--- src/rtl/pc_sequencer.sv ---
// pc_sequencer: program-counter controller for the MIPS fetch stage.
// Owns the PC register, drives the next-PC mux select, and sequences
// sequential fetch, stalls and jump/branch redirects.
// Optional feature macro: DELAY_SLOT_EN (branch-delay-slot semantics instead
// of a one-cycle wrong-path flush after each redirect).
module pc_sequencer #(
    parameter logic [31:0] RESET_PC = 32'h0000_0000,
    parameter logic [31:0] STEP     = 32'd4
) (
    input  logic        clk,
    input  logic        reset,
    input  logic        stall,
    input  logic        jumpReq,
    input  logic [31:0] jumpTarget,
    input  logic        branchReq,
    input  logic [31:0] branchOffset,
    output logic [31:0] pc,
    output logic [31:0] pcPlusFour,
    output logic [31:0] jumpAmount,
    output logic        select,
    output logic        flush,
    output logic        busy
);

    typedef enum logic [1:0] {
        RUN   = 2'd0,
        STALL = 2'd1,
        FLUSH = 2'd2
`ifdef DELAY_SLOT_EN
        , DELAY = 2'd3
`endif
    } seqState_t;

    seqState_t   state;
    seqState_t   nextState;
    logic [31:0] nextPc;
    logic [31:0] muxOut;
    logic [31:0] branchTarget;
    logic [31:0] jumpAligned;
    logic [31:0] redirectTarget;
    logic        advance;

`ifdef DELAY_SLOT_EN
    logic [31:0] delayTarget;
    logic [31:0] nextDelayTarget;
`endif

    // Target arithmetic: sequential, branch and word-aligned jump addresses
    always_comb begin
        pcPlusFour     = pc + STEP;
        branchTarget   = pcPlusFour + (branchOffset << 2);
        jumpAligned    = jumpTarget & ~32'h0000_0003;
        redirectTarget = jumpReq ? jumpAligned : branchTarget;
    end

    // Next-state decode, mux select and redirect target selection
    always_comb begin
        nextState  = state;
        select     = 1'b0;
        advance    = 1'b0;
        jumpAmount = redirectTarget;
`ifdef DELAY_SLOT_EN
        nextDelayTarget = delayTarget;
`endif
        case (state)
            // Releasing a stall behaves exactly like RUN in the same cycle
            RUN, STALL: begin
                if (stall) begin
                    nextState = STALL;
                end else if (jumpReq || branchReq) begin
                    advance = 1'b1;
`ifdef DELAY_SLOT_EN
                    // Delay-slot instruction fetches next; target is parked
                    nextDelayTarget = redirectTarget;
                    nextState       = DELAY;
`else
                    select    = 1'b1;
                    nextState = FLUSH;
`endif
                end else begin
                    advance   = 1'b1;
                    nextState = RUN;
                end
            end
            // Requests here come from the squashed instruction: ignored
            FLUSH: begin
                if (!stall) begin
                    advance   = 1'b1;
                    nextState = RUN;
                end
            end
`ifdef DELAY_SLOT_EN
            DELAY: begin
                jumpAmount = delayTarget;
                if (!stall) begin
                    advance   = 1'b1;
                    select    = 1'b1;
                    nextState = RUN;
                end
            end
`endif
            default: nextState = RUN;
        endcase
    end

    // Next-PC mux and hold
    always_comb begin
        muxOut = select ? jumpAmount : pcPlusFour;
        nextPc = advance ? muxOut : pc;
    end

    // PC and state registers with synchronous reset
    always_ff @(posedge clk) begin
        if (reset) begin
            pc    <= RESET_PC;
            state <= RUN;
        end else begin
            pc    <= nextPc;
            state <= nextState;
        end
    end

`ifdef DELAY_SLOT_EN
    // Latched redirect target, discarded on reset
    always_ff @(posedge clk) begin
        if (reset) begin
            delayTarget <= '0;
        end else begin
            delayTarget <= nextDelayTarget;
        end
    end

    assign flush = 1'b0;
`else
    assign flush = (state == FLUSH);
`endif

    assign busy = (state != RUN);

endmodule

--- config.mk ---
export PLATFORM = sky130hd
export DESIGN_NAME = pc_sequencer
export DESIGN_NICKNAME = d
export VERILOG_FILES = /design/src/rtl/pc_sequencer.sv
export SDC_FILE = /design/constraint.sdc
export NUM_CORES = 1
export LEC_CHECK = 0
export ABC_AREA = 1
export ABC_CLOCK_PERIOD_IN_PS = 2900
export CAP_MARGIN = 20
export CORE_MARGIN = 8
export CORE_UTILIZATION = 30
export CTS_BUF_LIST = sky130_fd_sc_hd__clkbuf_8 sky130_fd_sc_hd__clkbuf_16
export CTS_CLUSTER_SIZE = 28
export DETAILED_ROUTE_END_ITERATION = 8
export GPL_TIMING_DRIVEN = 0
export PLACE_DENSITY = 0.69
export SETUP_SLACK_MARGIN = 0.2
export SYNTH_ARGS = -nofsm -noshare
export SYNTH_HDL_FRONTEND = slang
export SYNTH_SLANG_ARGS = --single-unit
--- constraint.sdc ---
create_clock -name clk -period 2.9 [get_ports clk]
set_clock_uncertainty 0.15 [all_clocks]
set_input_delay 0.29 -clock clk [delete_from_list [all_inputs] [get_ports clk]]
set_output_delay 0.29 -clock clk [all_outputs]
set_load 0.005 [all_outputs]
======== After elaboration in Yosys (flattened, before gate mapping) ========
Index checks and enable logic that the tools add are counted.
W data, S select, Z words.
word-level totals
  register bits after elaboration ......... 34
  bits of input ports ..................... 69
  output and inout port bits .............. 99
  word-level logic and storage cells ...... 23
cells by class
  add/sub/neg operators ................... 2
  eq/ne operators ......................... 3
  mux-type cells .......................... 11
  reduce and logical (&&, ||, !) cells .... 5
operators by type and width
  operator                 number
  $mux W32                 2
  $add A32 B3 Y32 const B  1
  $add A32 B32 Y32         1
  $mux W2                  3
  $mux W1                  5
  $pmux W2 S2              1
  $reduce_or A3 Y1         1
  $eq A2 B1 Y1 const B     1
  $eq A2 B2 Y1 const B     1
  $logic_not A2 Y1         1
  $ne A2 B2 Y1 const B     1
  $reduce_bool A2 Y1       1
  $reduce_or A2 Y1         1
  $logic_or A1 B1 Y1       1

======== Logic depth before layout (Yosys ltp) ========
  depth in word-level cells ............... 5
  depth in mapped cells ................... 27
  mapped depth without buffers ............ 27

======== Worst setup path before layout ========
Ideal clock, no wire load.
  path kind ............................... reg-to-output
  from .................................... register pc[2]
  to ...................................... output port jumpAmount[26]
  arrival time ............................ 2.646 ns
  data required time ...................... 2.460 ns
  setup slack ............................. -0.186 ns
  stages on the path, launching flop included .. 22
  buffers on the path ..................... 0
  path through ............................ dfxtp_1 -> ha_1 -> nand2_1 -> inv_2 -> nand2_2 -> nor2_2 -> inv_2 -> nor2_4 -> nand3_1 -> nor3_2 -> xnor2_1 -> inv_1 -> ha_1 -> inv_1 -> nor3_1 -> nand2_1 -> nor2_1 -> nand2_1 -> nand3_1 -> nand2_1 -> nand3_1 -> nand2_1
between the ends
  longest elaborated chain between the ends .. 3
ends and longest elaborated chain
  element                   RTL line  source
  start: declaration        17        output logic [31:0] pc,
  start signal: assignment  118       pc <= nextPc;
  $add A32 B3 Y32           50        pcPlusFour = pc + STEP;
  via pcPlusFour[18]        18        output logic [31:0] pcPlusFour,
  $add A32 B32 Y32          51        branchTarget = pcPlusFour + (branchOffset << 2);
  $mux W32                  53        redirectTarget = jumpReq ? jumpAligned : branchTarget;
  end: declaration          19        output logic [31:0] jumpAmount,
The timed path passes the listed nets, and every way through them passes these cells.

======== Worst setup path after layout ========
  from .................................... register pc[3]
  to ...................................... output port jumpAmount[30]
between the ends
  longest elaborated chain between the ends .. 3
ends and longest elaborated chain
  element           RTL line
  $add A32 B3 Y32   50
  $add A32 B32 Y32  51
  $mux W32          53
Every way passes these cells.

==> flow_metrics.py <==
metrics = {
    "timing": {
        "drv_slew": 0,
        "max_freq_ghz": 0.267,
        "hold_viol": 0,
        "finalCriticalPeriod_ps": 3750,
        "fin_ws_ps": -848,
        "tightest_slew_ps": 809,
        "relSlewSlack": 0.460,
        "hold_slack_ps": 331,
        "tns_ps": -24650,
        "setup_viol": 49,
        "rsz0062_at_grt": "true",
        "finalCritPeriodShare": 1.29,
    },
    "setup_path": {
        "required_ps": 2460,
        "r2r_end": "pc[26]",
        "worstRegToRegCells": 26,
        "setup.worst_path.start_class": "flip-flop",
        "cp_slowest_cell": "dfxtp_4",
        "cp_data_arrival_time_ps": 3310,
        "crit_start": "pc[3]",
        "worst_setup_path_end_kind": "output pin",
        "critPathTopFamily": "simple AND/OR/NAND/NOR gates",
        "cp_num_cells": 22,
        "criticalPathCategory": "flip-flop to output pin",
        "r2r_start": "pc[3]",
        "worst-path-buf-inv": 6,
        "endpoint": "jumpAmount[30]",
        "r2r_slack_ps": -700,
        "worst_path_largest_cell_delay_ps": 360,
        "worstPathCellList": "ha_4 -> nand2_2 -> inv_2 -> nand2_4 -> nor2_4 -> inv_2 -> nor2_4 -> buf_4 -> or2_4 -> nand2_4 -> inv_4 -> ha_4 -> nand2_4 -> nor2_4 -> nand2_1 -> nand3b_1 -> buf_6 -> nand2_1 -> nand3_1 -> nand3_2 -> nand2_1 -> clkdlybuf4s15_2",
        "path_max_fanout": 4,
    },
    "finish": {
        "layout.nets": 1297,
        "area_growth_syn_to_layout_pct": 95.0,
        "drive_above_1_share": 0.440,
        "fillers": 1467,
        "diodes": 0,
        "stdcell_count": 1412,
    },
    "synthesis": {
        "syn_area_per_cell_um2": 5.45,
        "synth.distinct_cells": 39,
        "yosys_warnings": 0,
        "synth_seq_cells": 34,
        "synth-edff-count": 0,
        "synth_cells": 909,
        "syn_area_um2": 4960,
        "synthTopCellsByCount": "nand2_1 (334), inv_1 (131), nand3_1 (77)",
        "async_reset_ff_frac": 0,
        "synth_most_common_cell": "nand2_1",
        "ys_seq_area_frac": 0.137,
        "synth_top_flop_cell": "dfxtp_1",
        "yosys.area.top_type": "nand2_1",
        "syn_nets": 1015,
        "synth_top_area_frac": 0.253,
        "synth.area.top_cells": "nand2_1 (25%), dfxtp_1 (14%), inv_1 (9.9%)",
    },
    "die": {
        "dieArea_um2": 20900,
        "start_util": 0.303,
        "die_w_um": 145,
        "rows": 47,
        "ioPinCount": 168,
        "die_h_um": 145,
        "core-area_um2": 16300,
    },
    "placed_design": {
        "dp_hpwl_um": 18800,
        "port_buffers": 162,
        "gp_congestion": 0.923,
        "placedCellCount": 1291,
    },
    "clock_network": {
        "h-tree-depth": 2,
        "cts_max_path_buffers": 2,
        "cts_sinks": 34,
        "cts_tree": "yes",
        "clockRootBuffer": "clkbuf_16",
        "cts_buffers": 5,
        "worstSkewPairLatency_ps": 290,
        "holdBufCountCts": 0,
        "clk_pin_slew_ps": 60,
    },
    "pwr": {
        "leakagePower_nw": 4.64,
        "total_power_w": 0.00293,
        "power_density_nw_per_um2": 303,
        "ir_drop_v": 0.000225,
    },
    "outcome": {
        "violations": "setup timing",
        "status": "finished with violations",
    },
    "routing": {
        "drt-initial-drc-count": 701,
        "routedWlPerCell_um": 19.1,
        "drc": 0,
        "drt_first_pass_iters": 7,
        "finalWirelength_um": 27000,
        "via_count": 7520,
        "detail-route-antenna-nets": 0,
        "detail_route.vias_per_cell": 5.33,
    },
    "min_path": {
        "hp-class": "flip-flop to flip-flop",
    },
    "grt": {
        "grt_pass1_wl_um": 37000,
        "grt_pass1_vias": 6981,
        "grt.total_usage": 0.229,
        "antenna_found_initial": 0,
        "grt_overflow": 0,
        "grt_max_degree": 12,
    },
    "job": {
        "drv_cap": 0,
    },
}
[cell families after synthesis]
logic type,synth area share
AO/OA/AOI/OAI,0.132
adder cells (fa/ha/maj),0.0949
XOR/XNOR,0.0459
AND/OR/NAND/NOR,0.464
flip-flops,0.137
buffers and inverters,0.126
[area by class of cell]
cell class	instances	area (um2)	area share
Buffer	22	96.3	0.00997
Clock buffer	6	139	0.0144
Clock inverter	2	33.8	0.00350
Inverter	141	548	0.0567
Multi-Input combinational cell	712	5310	0.549
Sequential cell	34	747	0.0773
Tap cell	220	275	0.0285
Timing Repair Buffer	275	2520	0.261
[per-layer routing]
layer | vias up | wire, um | track usage
met3 | 124 | 3210 | 0.0756
met1 | 3488 | 10300 | 0.275
met5 | - | 0 | 0
met2 | 481 | 11900 | 0.364
met4 | 0 | 1670 | 0.106
li1 | 3427 | - | -
[stage by stage]
step	instance area, um2	util	setup slack [ps]
after floorplan	5110	-	86.8
final	9670	0.591	-848
after CTS	8380	0.513	-773
after detailed placement	7010	0.429	-1040
after global placement	7010	0.429	-1050
after global routing	9670	0.591	-933
[repair_timing]
| action | CTS | global route |
|---|---|---|
| gates resized for setup | 304 | 248 |
| endpoints found under the setup margin | 70 | 69 |
| endpoints found under the hold margin | 0 | 0 |
| pin swaps | 100 | 116 |
| setup buffers | 54 | 59 |
[state kept, by name, indices dropped and copies added (netlist names)]
register and flops:
pc 32, state 2
[power by group]
| group | internal [W] | switching (W) | total [W] |
|---|---|---|---|
| sequential | 0.000501 | 0.0000613 | 0.000562 |
| combinational | 0.000808 | 0.000930 | 0.00174 |
| clock | 0.000426 | 0.000207 | 0.000633 |
[layout by cell type, fill, tap and decap left out, types with 6 or more instances in the layout]
| cell | synthesis | final |
|---|---|---|
| a21oi_1 | 64 | 38 |
| nand2_2 | 7 | 77 |
| a21oi_2 | 4 | 23 |
| o21ai_0 | 31 | 14 |
| inv_2 | 8 | 37 |
| buf_4 | 2 | 92 |
| dfxtp_2 | 0 | 11 |
| ha_4 | 0 | 24 |
| clkdlybuf4s50_1 | 0 | 123 |
| o21ai_1 | 5 | 9 |
| nand2_1 | 334 | 238 |
| xor2_2 | 0 | 9 |
| nor2_2 | 2 | 14 |
| ha_1 | 36 | 11 |
| dfxtp_4 | 0 | 14 |
| xor2_4 | 0 | 6 |
| inv_1 | 131 | 96 |
| buf_6 | 0 | 29 |
| o21ai_2 | 1 | 13 |
| o21bai_1 | 10 | 8 |
| nand3_2 | 2 | 42 |
| nand3_1 | 77 | 33 |
| clkbuf_1 | 16 | 14 |
| buf_2 | 3 | 18 |
| nand2_4 | 2 | 28 |
| a21oi_4 | 0 | 7 |
| nor2_4 | 8 | 26 |
| inv_4 | 0 | 7 |
| dfxtp_1 | 34 | 9 |
| nor2_1 | 64 | 34 |
| nand4_1 | 9 | 9 |
[worst register-to-register path: stages (launching register included)]
cell and delay, ps:
dfxtp_4 380, ha_4 150, nand2_2 60, inv_2 80, nand2_4 80, nor2_4 110
inv_2 60, nor2_4 130, nand3_2 100, nor3_2 140, xnor2_1 180, inv_2 100
ha_4 340, inv_4 50, nor3_4 170, buf_4 150, nand2_2 40, nor2_1 90
nand2_1 100, nand4_1 110, nand3_2 130, buf_4 170, buf_6 100, buf_6 100
nand3_2 60, nand2_1 70, a21oi_2 120
[worst min-delay path by stage]
stage	from	end	slack, ps	depth (start not counted)
after floorplan	stall	state[0]	270	2
after global placement	state[1]	state[0]	300	1
after detailed placement	state[1]	state[0]	300	1
after CTS	reset	pc[16]	290	2
after global routing	state[1]	state[0]	340	1
final	state[1]	state[0]	330	1
Note: power is estimated with default switching activity, not from simulation.
==> RTL edit, RTL diff (config.mk and constraints unchanged) <==
Add an input register stage for `jumpTarget`; this delays it by one clock. The other inputs are not delayed to match.
--- a/src/rtl/pc_sequencer.sv
+++ b/src/rtl/pc_sequencer.sv
@@ -33,2 +33,8 @@
 
+    logic [31:0] jumpTarget_q;
+
+    always_ff @(posedge clk) begin
+        jumpTarget_q <= jumpTarget;
+    end
+
     seqState_t   state;
@@ -51,3 +57,3 @@
         branchTarget   = pcPlusFour + (branchOffset << 2);
-        jumpAligned    = jumpTarget & ~32'h0000_0003;
+        jumpAligned    = jumpTarget_q & ~32'h0000_0003;
         redirectTarget = jumpReq ? jumpAligned : branchTarget;
Behaviour: not the same (a bounded check fails within 4 cycles, from zero or initial values and one cycle with reset high).
==> RTL edit against the original RTL <==
The flow still finishes with violations (setup timing); count of clock-buffer cells in the layout is 4 higher; area after synthesis is 11% higher; worst setup slack worse by 0.040 ns; total power is 42% higher; design area is 16% higher; non-clock buffer count is 61 higher; die area is 10% higher; sequential cell count is 30 higher; routed wire length is 15% higher; combinational power is 15% higher; sequential power is 80% higher; critical path type unchanged; largest power group unchanged.
==> RTL edit: results (changes against the original RTL) <==
- Static Leak: 5.31 nW (+15%)
- Area contributors post-synth: dfxtp_1, nand2_1, inv_1
- Post-CTS Resized: 485 (+60%)
- Status: finished with violations
- Htree depth: 3 (+1)
- Placement Setup Slack: -1.11 ns (-0.0786 ns)
- Max_slew headroom: 0.448 (-0.0120)
- Wire length on met1: 11,400 um (+11%)
- Comb. pwr: 0.00200 W (+15%)
- Sequential area share after synthesis: 0.232 (+0.0945)
- Failing checks: setup timing
- Area share of fa/ha/maj cells after synthesis: 0.0851 (-0.00978)
- First-pass GRT wire length: 43,100 um (+17%)
- Sequential power: 0.00101 W (+80%)
- Clock buffer count from CTS: 9 (+4)
- Vias in the first global route: 7,845 (+12%)
- Final worst-path setup slack: -0.888 ns (-0.0397 ns)
- Skew-Pair Late Insertion Delay: 0.36 ns (+0.07 ns)
- Endpoints failing setup: 50 (+2.0%)
- Count of cell types in the netlist: 40 (+2.6%)
- Final Wtd Congestion: 0.928 (+0.61%)
- Dpl hpwl: 19,200 um (+2.3%)
- Final instance count without filler cells: 1,493 (+5.7%)
- Combinational power share: 0.481 (-0.112)
- Top Registers: pc x32, jumpTarget_q x30, state x2
- Fillers: 1,429 (-2.6%)
RTL edit: changes by cell type after synthesis, sizes merged, moves of 3 or more:
cell	unedited run	this run
dfxtp	34	64
nand4	10	15
xor2	18	14
or2	3	6
o21ai	37	42
a21oi	68	73
inv	139	130
nand2	343	320
nor2	75	66
nand3	79	73
buf	6	10
RTL edit: final timing paths:
| path | slack [ns] | cells past startpoint | endpoint |
|---|---|---|---|
| hold / removal | 0.02 | 2 | pc[8] |
| setup reg to reg | -0.87 | 26 | pc[21] |
| hold reg to reg | 0.33 | 2 | pc[1] |
| setup / recovery | -0.89 | 19 | jumpAmount[29] |
RTL edit: area by class of cell:
class	count	share of cell area
multi-input combinational	696	0.492
timing repair buffer	334	0.278
sequential	64	0.120
inverter	130	0.0447
tap	229	0.0256
clock buffer	10	0.0213
buffer	24	0.0136
clock inverter	6	0.00547
